$ cat src/rtl/weight_mem_arbiter.sv
`default_nettype none
// ============================================================================
// Module   : weight_mem_arbiter
// Purpose  : Sequencer/arbiter for the shared single-port weight memory
//            (synchronous read, 1-cycle latency). Serves the host load port,
//            the inference read port and the learning write-back port.
// Revision : 1.0 - initial release
// ----------------------------------------------------------------------------
// Ports
//   clk, rst            : clock, synchronous active-high reset
//   i_phase_infer       : 0 = host load phase, 1 = inference/learning phase
//   i_host_*            : host write request (req/addr/wdata), o_host_ack
//   i_rd_*              : inference read request (req/addr),
//                         o_rd_valid / o_rd_data
//   i_wb_*              : write-back request (req/addr/wdata), o_wb_ack
//   o_mem_we/addr/wdata : memory command, i_mem_rdata : memory read data
//   o_busy              : high whenever the sequencer is not idle
//   o_grant_id          : last granted port (0 none, 1 host, 2 rd, 3 wb)
// ============================================================================
module weight_mem_arbiter #(
  parameter int ADDR_W     = 4,
  parameter int DW         = 8,
  parameter int STARVE_LIM = 4
) (
  input  logic              clk,
  input  logic              rst,
  input  logic              i_phase_infer,
  input  logic              i_host_req,
  input  logic [ADDR_W-1:0] i_host_addr,
  input  logic [DW-1:0]     i_host_wdata,
  output logic              o_host_ack,
  input  logic              i_rd_req,
  input  logic [ADDR_W-1:0] i_rd_addr,
  output logic              o_rd_valid,
  output logic [DW-1:0]     o_rd_data,
  input  logic              i_wb_req,
  input  logic [ADDR_W-1:0] i_wb_addr,
  input  logic [DW-1:0]     i_wb_wdata,
  output logic              o_wb_ack,
  output logic              o_mem_we,
  output logic [ADDR_W-1:0] o_mem_addr,
  output logic [DW-1:0]     o_mem_wdata,
  input  logic [DW-1:0]     i_mem_rdata,
  output logic              o_busy,
  output logic [1:0]        o_grant_id
);

  localparam int                 c_cnt_w      = $clog2(STARVE_LIM + 1);
  localparam logic [c_cnt_w-1:0] c_starve_max = c_cnt_w'(STARVE_LIM);
  localparam logic [c_cnt_w-1:0] c_cnt_one    = c_cnt_w'(1);

  localparam logic [1:0] c_id_none = 2'd0;
  localparam logic [1:0] c_id_host = 2'd1;
  localparam logic [1:0] c_id_rd   = 2'd2;
  localparam logic [1:0] c_id_wb   = 2'd3;

  typedef enum logic [2:0] {
    ST_IDLE  = 3'd0,
    ST_WRITE = 3'd1,
    ST_READ  = 3'd2,
    ST_CAPT  = 3'd3,
    ST_RESP  = 3'd4
  } state_t;

  state_t               r_state;
  state_t               w_next;
  logic [1:0]           r_served;
  logic [1:0]           r_mask;
  logic [c_cnt_w-1:0]   r_starve;
  logic [1:0]           w_grant;
  logic                 w_host_el;
  logic                 w_rd_el;
  logic                 w_wb_el;
  logic                 w_hold;

  logic                 r_host_ack;
  logic                 r_wb_ack;
  logic                 r_rd_valid;
  logic [DW-1:0]        r_rd_data;
  logic                 r_mem_we;
  logic [ADDR_W-1:0]    r_mem_addr;
  logic [DW-1:0]        r_mem_wdata;
  logic                 r_busy;
  logic [1:0]           r_grant_id;

  // Eligibility and fixed-priority arbitration (host > wb > rd, with the
  // starvation override promoting rd).
  always_comb begin
    w_host_el = i_host_req & ~i_phase_infer;
    w_rd_el   = i_rd_req & i_phase_infer;
    w_wb_el   = i_wb_req & i_phase_infer;

    // In the IDLE cycle right after a response the served port's req may
    // still be falling; it is indistinguishable from a fresh request, so the
    // decision is deferred one cycle rather than letting a lower-priority
    // port slip in ahead of it purely because of the mask.
    w_hold = ((r_mask == c_id_host) & w_host_el) |
             ((r_mask == c_id_rd)   & w_rd_el)   |
             ((r_mask == c_id_wb)   & w_wb_el);

    w_grant = c_id_none;
    if ((r_state == ST_IDLE) && !w_hold) begin
      if (w_rd_el && (r_starve == c_starve_max)) begin
        w_grant = c_id_rd;
      end else if (w_host_el) begin
        w_grant = c_id_host;
      end else if (w_wb_el) begin
        w_grant = c_id_wb;
      end else if (w_rd_el) begin
        w_grant = c_id_rd;
      end
    end
  end

  // Next-state logic
  always_comb begin
    w_next = r_state;
    case (r_state)
      ST_IDLE: begin
        if (w_grant == c_id_rd) begin
          w_next = ST_READ;
        end else if (w_grant != c_id_none) begin
          w_next = ST_WRITE;
        end
      end
      ST_WRITE: w_next = ST_RESP;
      ST_READ:  w_next = ST_CAPT;
      ST_CAPT:  w_next = ST_RESP;
      ST_RESP:  w_next = ST_IDLE;
      default:  w_next = ST_IDLE;
    endcase
  end

  always_ff @(posedge clk) begin
    if (rst) begin
      r_state <= ST_IDLE;
    end else begin
      r_state <= w_next;
    end
  end

  // Registered outputs and bookkeeping
  always_ff @(posedge clk) begin
    if (rst) begin
      r_served    <= c_id_none;
      r_mask      <= c_id_none;
      r_starve    <= '0;
      r_host_ack  <= 1'b0;
      r_wb_ack    <= 1'b0;
      r_rd_valid  <= 1'b0;
      r_rd_data   <= '0;
      r_mem_we    <= 1'b0;
      r_mem_addr  <= '0;
      r_mem_wdata <= '0;
      r_busy      <= 1'b0;
      r_grant_id  <= c_id_none;
    end else begin
      r_mem_we   <= 1'b0;
      r_host_ack <= (r_state == ST_WRITE) && (r_served == c_id_host);
      r_wb_ack   <= (r_state == ST_WRITE) && (r_served == c_id_wb);
      r_rd_valid <= (r_state == ST_CAPT);
      r_busy     <= (w_next != ST_IDLE);
      // Mask is live only for the single IDLE cycle following RESP.
      r_mask     <= (r_state == ST_RESP) ? r_served : c_id_none;

      // Memory returns data during CAPT for the address driven in READ.
      if (r_state == ST_CAPT) begin
        r_rd_data <= i_mem_rdata;
      end

      case (w_grant)
        c_id_host: begin
          r_mem_we    <= 1'b1;
          r_mem_addr  <= i_host_addr;
          r_mem_wdata <= i_host_wdata;
        end
        c_id_wb: begin
          r_mem_we    <= 1'b1;
          r_mem_addr  <= i_wb_addr;
          r_mem_wdata <= i_wb_wdata;
        end
        c_id_rd: begin
          r_mem_addr  <= i_rd_addr;
        end
        default: begin
        end
      endcase

      if (w_grant != c_id_none) begin
        r_served   <= w_grant;
        r_grant_id <= w_grant;
      end

      if (!i_rd_req || (w_grant == c_id_rd)) begin
        r_starve <= '0;
      end else if ((w_grant == c_id_wb) && (r_starve != c_starve_max)) begin
        r_starve <= r_starve + c_cnt_one;
      end
    end
  end

  assign o_host_ack  = r_host_ack;
  assign o_wb_ack    = r_wb_ack;
  assign o_rd_valid  = r_rd_valid;
  assign o_rd_data   = r_rd_data;
  assign o_mem_we    = r_mem_we;
  assign o_mem_addr  = r_mem_addr;
  assign o_mem_wdata = r_mem_wdata;
  assign o_busy      = r_busy;
  assign o_grant_id  = r_grant_id;

endmodule
`default_nettype wire

$ cat config.mk
export PLATFORM = sky130hd
export DESIGN_NAME = weight_mem_arbiter
export DESIGN_NICKNAME = d
export VERILOG_FILES = /design/src/rtl/weight_mem_arbiter.sv
export SDC_FILE = /design/constraint.sdc
export NUM_CORES = 1
export LEC_CHECK = 0
export CAP_MARGIN = 15
export CORE_ASPECT_RATIO = 1.2
export CORE_MARGIN = 4
export CORE_UTILIZATION = 44
export CTS_BUF_LIST = sky130_fd_sc_hd__clkbuf_8
export CTS_CLUSTER_SIZE = 14
export DETAILED_ROUTE_END_ITERATION = 6
export GPL_TIMING_DRIVEN = 0
export HOLD_SLACK_MARGIN = 0.15
export PLACE_DENSITY = 0.82
export SLEW_MARGIN = 0
export SYNTH_ARGS = -nofsm -noshare
export SYNTH_HDL_FRONTEND = slang
export SYNTH_SLANG_ARGS = --single-unit
$ cat constraint.sdc
create_clock -name clk -period 4.1 [get_ports clk]
set_input_delay 0.615 -clock clk [delete_from_list [all_inputs] [get_ports clk]]
set_output_delay 0.615 -clock clk [all_outputs]
set_load 0.01 [all_outputs]
## After elaboration in Yosys (flattened, before gate mapping)

Cells that the tools add are included.
Widths: inputs -> output; s select.

| storage, ports and cells | value |
|---|---|
| register bits after elaboration | 35 |
| input port bits | 42 |
| logic and storage cells | 65 |

| cells by class | value |
|---|---|
| $add $sub $neg | 1 |
| equality and inequality tests | 14 |
| multiplexer cells | 11 |
| bitwise operators | 10 |
| reductions and logical operators | 17 |

Operators by type and width:

| operator | count |
|---|---|
| $pmux 8 s2 | 1 |
| $pmux 4 s3 | 1 |
| $eq 2x2->1 const B | 5 |
| $mux 2 | 5 |
| $pmux 3 s3 | 1 |
| $reduce_or 2->1 | 4 |
| $and 1x1->1 | 6 |
| $eq 2x1->1 const B | 3 |
| $eq 3x2->1 const B | 2 |
| $eq 3x3->1 const B | 2 |
| $mux 3 | 2 |
| $reduce_bool 3->1 | 2 |
| $logic_and 1x1->1 | 5 |
| $reduce_bool 2->1 | 2 |
| $add 3x1->3 const B | 1 |
| $eq 3x1->1 const B | 1 |
| $logic_not 3->1 | 1 |
| $ne 3x3->1 const B | 1 |
| $logic_not 1->1 | 2 |
| $not 1->1 | 2 |
| $or 1x1->1 | 2 |
| $logic_or 1x1->1 | 1 |
| $mux 1 | 1 |

## Logic depth before layout (Yosys ltp)

Gate-level depths: netlist of the first run.

| depth | value |
|---|---|
| depth in word-level cells | 13 |
| gate-level depth with buffers | 7 |
| gate-level depth less buffers | 6 |

## Worst setup path before layout of the first run

No wires, ideal clock.

| path | value |
|---|---|
| kind | in2reg |
| start point | input port i_phase_infer |
| end point | register r_mem_wdata[1], in the netlist o_mem_wdata[1] |
| data arrival time | 1.905 ns |
| data required time | 3.979 ns |
| setup slack | 2.074 ns |
| cell stages on the path | 6 |
| cells stage by stage | buf_2 nor2b_1 nand3b_1 o211ai_4 buf_6 mux2_4 |

| between the ends | value |
|---|---|
| longest elaborated chain between the ends | 10 |
| elaborated cells on any way between the ends | 21 |
| classes of those cells | eq/ne: 2; mux: 6; bitwise: 9; reduce/logical: 4 |

Ends and longest elaborated chain:

| item | RTL line | source |
|---|---|---|
| start: declaration | 27 | `input logic i_phase_infer,` |
| $not 1->1 | 89 | `w_host_el = i_host_req & ~i_phase_infer;` |
| $and 1x1->1 | 89 |  |
| $and 1x1->1 | 97 | `w_hold = ((r_mask == c_id_host) & w_host_el) \|` |
| $or 1x1->1 | 97 |  |
| $or 1x1->1 | 98 | `((r_mask == c_id_rd) & w_rd_el) \|` |
| $logic_not 1->1 | 102 | `if ((r_state == ST_IDLE) && !w_hold) begin` |
| $logic_and 1x1->1 | 102 |  |
| $mux 2 * | 102 |  |
| $eq 2x2->1 or $eq 2x1->1 (tied branches) | 171 | `case (w_grant)` |
| $pmux 8 s2 or $reduce_bool 2->1 (tied branches) | n/a |  |
| end signal: assignment | 175 | `r_mem_wdata <= i_host_wdata;` |
| end signal: assignment | 180 | `r_mem_wdata <= i_wb_wdata;` |
| end: declaration | 82 | `logic [DW-1:0] r_mem_wdata;` |

Every way passes the cells marked *; elsewhere a longest branch is shown, timed or not.
A chain may end at the register's enable or synchronous reset.

## Worst setup path after layout of the first run

| path | value |
|---|---|
| start point | input port i_rd_req |
| end point | register r_mem_wdata[4], in the netlist o_mem_wdata[4] |

| between the ends | value |
|---|---|
| longest elaborated chain between the ends | 9 |
| elaborated cells on any way between the ends | 16 |
| classes of those cells | eq/ne: 2; mux: 6; bitwise: 4; reduce/logical: 4 |

Ends and longest elaborated chain:

| item | RTL line | source |
|---|---|---|
| start: declaration | 32 | `input logic i_rd_req,` |
| $and 1x1->1 * | 90 | `w_rd_el = i_rd_req & i_phase_infer;` |
| $and 1x1->1 | 98 |  |
| $or 1x1->1 | 97 |  |
| $or 1x1->1 | 98 |  |
| $logic_not 1->1 | 102 |  |
| $logic_and 1x1->1 | 102 |  |
| $mux 2 * | 102 |  |
| $eq 2x2->1 or $eq 2x1->1 (tied branches) | 171 |  |
| $pmux 8 s2 or $reduce_bool 2->1 (tied branches) | n/a |  |

Marked as above.

==> impl_metrics.py, run 1 <==
metrics = {
    "route": {
        "initialDrtViolationCount": 33,
        "totalWireLength_mm": 3.91,
        "firstDrtPassIters": 4,
        "vias_per_cell": 5.01,
        "num_vias": 1488,
        "postRouteAntennaNets": 0,
        "drc": 0,
        "wl_per_cell_um": 13.2,
    },
    "global_route": {
        "grt_pass1_wl_mm": 6.29,
        "grtUsageTotal": 0.167,
        "antenna_found_initial": 0,
        "overflow": 0,
        "grt_max_degree": 11,
        "grt_pass1_vias": 1460,
    },
    "cts": {
        "cts-root-buf": "clkbuf_8",
        "cts_buffers": 5,
        "cts_max_level": 2,
        "cts_buffer_depth": 2,
        "cts_resized": 0,
        "clk-insertion-delay-late_ps": 280,
        "holdBufCountCts": 0,
        "cts_tree": "built",
        "clk_pin_slew_worst_paths_ps": 70,
        "postCtsSetupBuffers": 0,
        "cts.sinks": 35,
    },
    "min_path": {
        "hold_start": "o_grant_id[1]",
        "holdCritPathClass": "register to register",
    },
    "worst_setup_path": {
        "cp.arrival_ps": 2550,
        "crit_path_start_kind": "input pin",
        "startpoint": "i_rd_req",
        "critPathKind": "input pin to register",
        "cp.required_ps": 4270,
        "end_kind": "register",
        "r2r-start": "r_starve[0]",
        "cp_max_fo": 10,
    },
    "sta": {
        "post-route-min-period_ps": 2380,
        "max-slew-margin-rel": 0.611,
        "skew_ps": 7.78,
        "slew_violations": 0,
        "worst_pin_slew_ps": 584,
        "finalSetupViolCount": 0,
        "finalSetupTns_ps": 0,
        "setup_slack_ps": 1720,
        "fin_crit_sh": 0.581,
        "rsz0062_at_grt": "false",
        "fmax_mhz": 420,
        "hold_viol": 0,
    },
    "final_layout": {
        "nets": 288,
        "fillCellCount": 301,
        "area_growth_pct": 49.9,
        "drive_above_1_share": 0.0898,
        "diodes": 0,
    },
    "place": {
        "portBuffers": 66,
        "dp_worst_setup_slack_ps": 1400,
        "gp_congestion": 0.837,
        "dp_hpwl_mm": 3.06,
    },
    "pwr": {
        "intPower_uw": 648,
        "switching_share": 0.260,
        "seq_power_share": 0.438,
        "powerDensity_nw_per_um2": 353,
        "p_sw_uw": 228,
        "clock_power_share": 0.304,
        "combPwrFrac": 0.258,
        "leakage_uw": 0.00101,
        "power.total_uw": 876,
        "ir_worst_vdd_mv": 0.218,
    },
    "floorplanning": {
        "die_h_um": 75.2,
        "die_w_um": 64.0,
        "die-area_um2": 4810,
        "core_region_area_um2": 3630,
        "initial_core_util": 0.455,
        "rows": 24,
        "io_pins": 69,
    },
    "synth": {
        "syn-cell-area_um2": 1650,
        "yosys-top-cells-area": "dfxtp_1 (42%), mux2i_1 (9.7%), mux2_4 (7.3%)",
        "yosysTopAreaCell": "dfxtp_1",
        "syn_avg_cell_area_um2": 9.67,
        "ys_types": 38,
        "yosysWarnings": 0,
        "synth_most_common_cell": "dfxtp_1",
        "synthCells": 171,
        "synth_commonest_cells": "dfxtp_1 (35), nor2_1 (22), mux2i_1 (16)",
        "async_flop_share": 0,
        "synth_ff_type": "dfxtp_1",
        "yosys_register_bits": 35,
        "yosysTopAreaCellShare": 0.424,
        "ys_seq_area_frac": 0.424,
        "syn_nets": 215,
        "synth_edf_count": 0,
    },
    "run": {
        "max_cap_violations": 0,
    },
    "outcome": {
        "status": "finished, final reports clean",
    },
}
-- sequential cells by signal, indices dropped and copies added (netlist names) --
register / count
o_mem_wdata: 8
o_rd_data: 8
o_mem_addr: 4
r_starve: 3
r_state: 3
o_grant_id: 2
r_mask: 2
o_busy: 1
o_host_ack: 1
o_mem_we: 1
o_rd_valid: 1
o_wb_ack: 1
-- layout by cell type (no fill, tap or decap), types with 2 or more instances in the layout --
cell type         n
a21oi_1           2
a311oi_1          5
a31oi_1           6
and2_1            3
buf_2             2
clkbuf_1          5
clkbuf_8          7
clkdlybuf4s50_1  66
dfxtp_1          35
ha_1              2
inv_1             7
mux2_4            8
mux2i_1          16
nand2_1          12
nand3_1           3
nand3b_1          4
nor2_1           22
nor2b_1          10
nor3_1            2
o21ai_0           4
o221ai_1          4
o22ai_1           2
-- power by group through the flow --
| stage | Sequential [µW] | Combinational (µW) | Clock [µW] |
|---|---|---|---|
| 6_report | 384 | 226 | 266 |
| 5_1_grt | 388 | 245 | 289 |
| 4_1_cts | 383 | 229 | 272 |
| 3_5_place_dp | 391 | 228 | 0 |
| 3_3_place_gp | 390 | 224 | 0 |
| 2_1_floorplan | 399 | 113 | 0 |
-- critical path, cell delays in order --
cell             delay, ps
clkdlybuf4s50_1        500
mux2_4                 350
a211oi_4               430
o211ai_4               170
buf_6                  190
mux2_4                 290
-- final timing paths --
kind         slack, ps  cells after the start        endpoint
max               1720                      6  o_mem_wdata[4]
min                450                      1      o_host_ack
max reg2reg       2160                      7  o_mem_wdata[4]
min reg2reg        450                      1      o_host_ack
-- layer usage --
metal,vias to the layer above,global-route usage,routed length [µm]
li1,761,-,-
met1,679,0.181,1580
met2,42,0.304,2070
met5,-,0,0
met3,6,0.0358,178
met4,0,0.0959,78
-- logic make-up after synthesis --
kind of cell | after synthesis | share of synthesized area
adders and majority gates | 2 | 0.0151
buffers and inverters | 15 | 0.0401
and+or+nand+nor | 63 | 0.187
AOI/OAI and AO/OA | 31 | 0.158
muxes | 25 | 0.176
DFF | 35 | 0.424
-- per-stage QoR --
stage	area [µm²]	hold WS, ps	util	instances
floorplan	1650	454	-	171
global placement	2380	431	0.655	289
detailed placement	2380	444	0.655	289
CTS	2480	456	0.683	297
global route	2480	475	0.683	297
finish	2480	451	0.683	297
-- final cells by class --
class | count | area (µm²) | area share
clock inverter | 1 | 3.75 | 0.00151
sequential | 35 | 701 | 0.283
multi-input combinational | 121 | 887 | 0.358
inverter | 6 | 22.5 | 0.00908
tap | 52 | 65.1 | 0.0262
timing repair buffer | 66 | 661 | 0.266
clock buffer | 7 | 96.3 | 0.0388
buffer | 9 | 43.8 | 0.0177
(Power assumes the default switching activity.)
==> inputs of run 2 (changes only) <==
==> constraint.sdc (replaced) <==
create_clock -name clk -period 2.4 [get_ports clk]
set_input_delay 0.36 -clock clk [delete_from_list [all_inputs] [get_ports clk]]
set_output_delay 0.36 -clock clk [all_outputs]
set_load 0.01 [all_outputs]
==> results of run 2 <==
The final DEF is identical to that of run 1. Status: finished, final reports clean.
Among the figures that moved: setup slack after placement 1400 ps -> -40.4 ps; setup slack after layout 1720 ps -> 274 ps; register-to-register setup slack 2160 ps -> 460 ps; total power 876 µW -> 1500 µW; worst IR drop on VDD 0.218 mV -> 0.373 mV
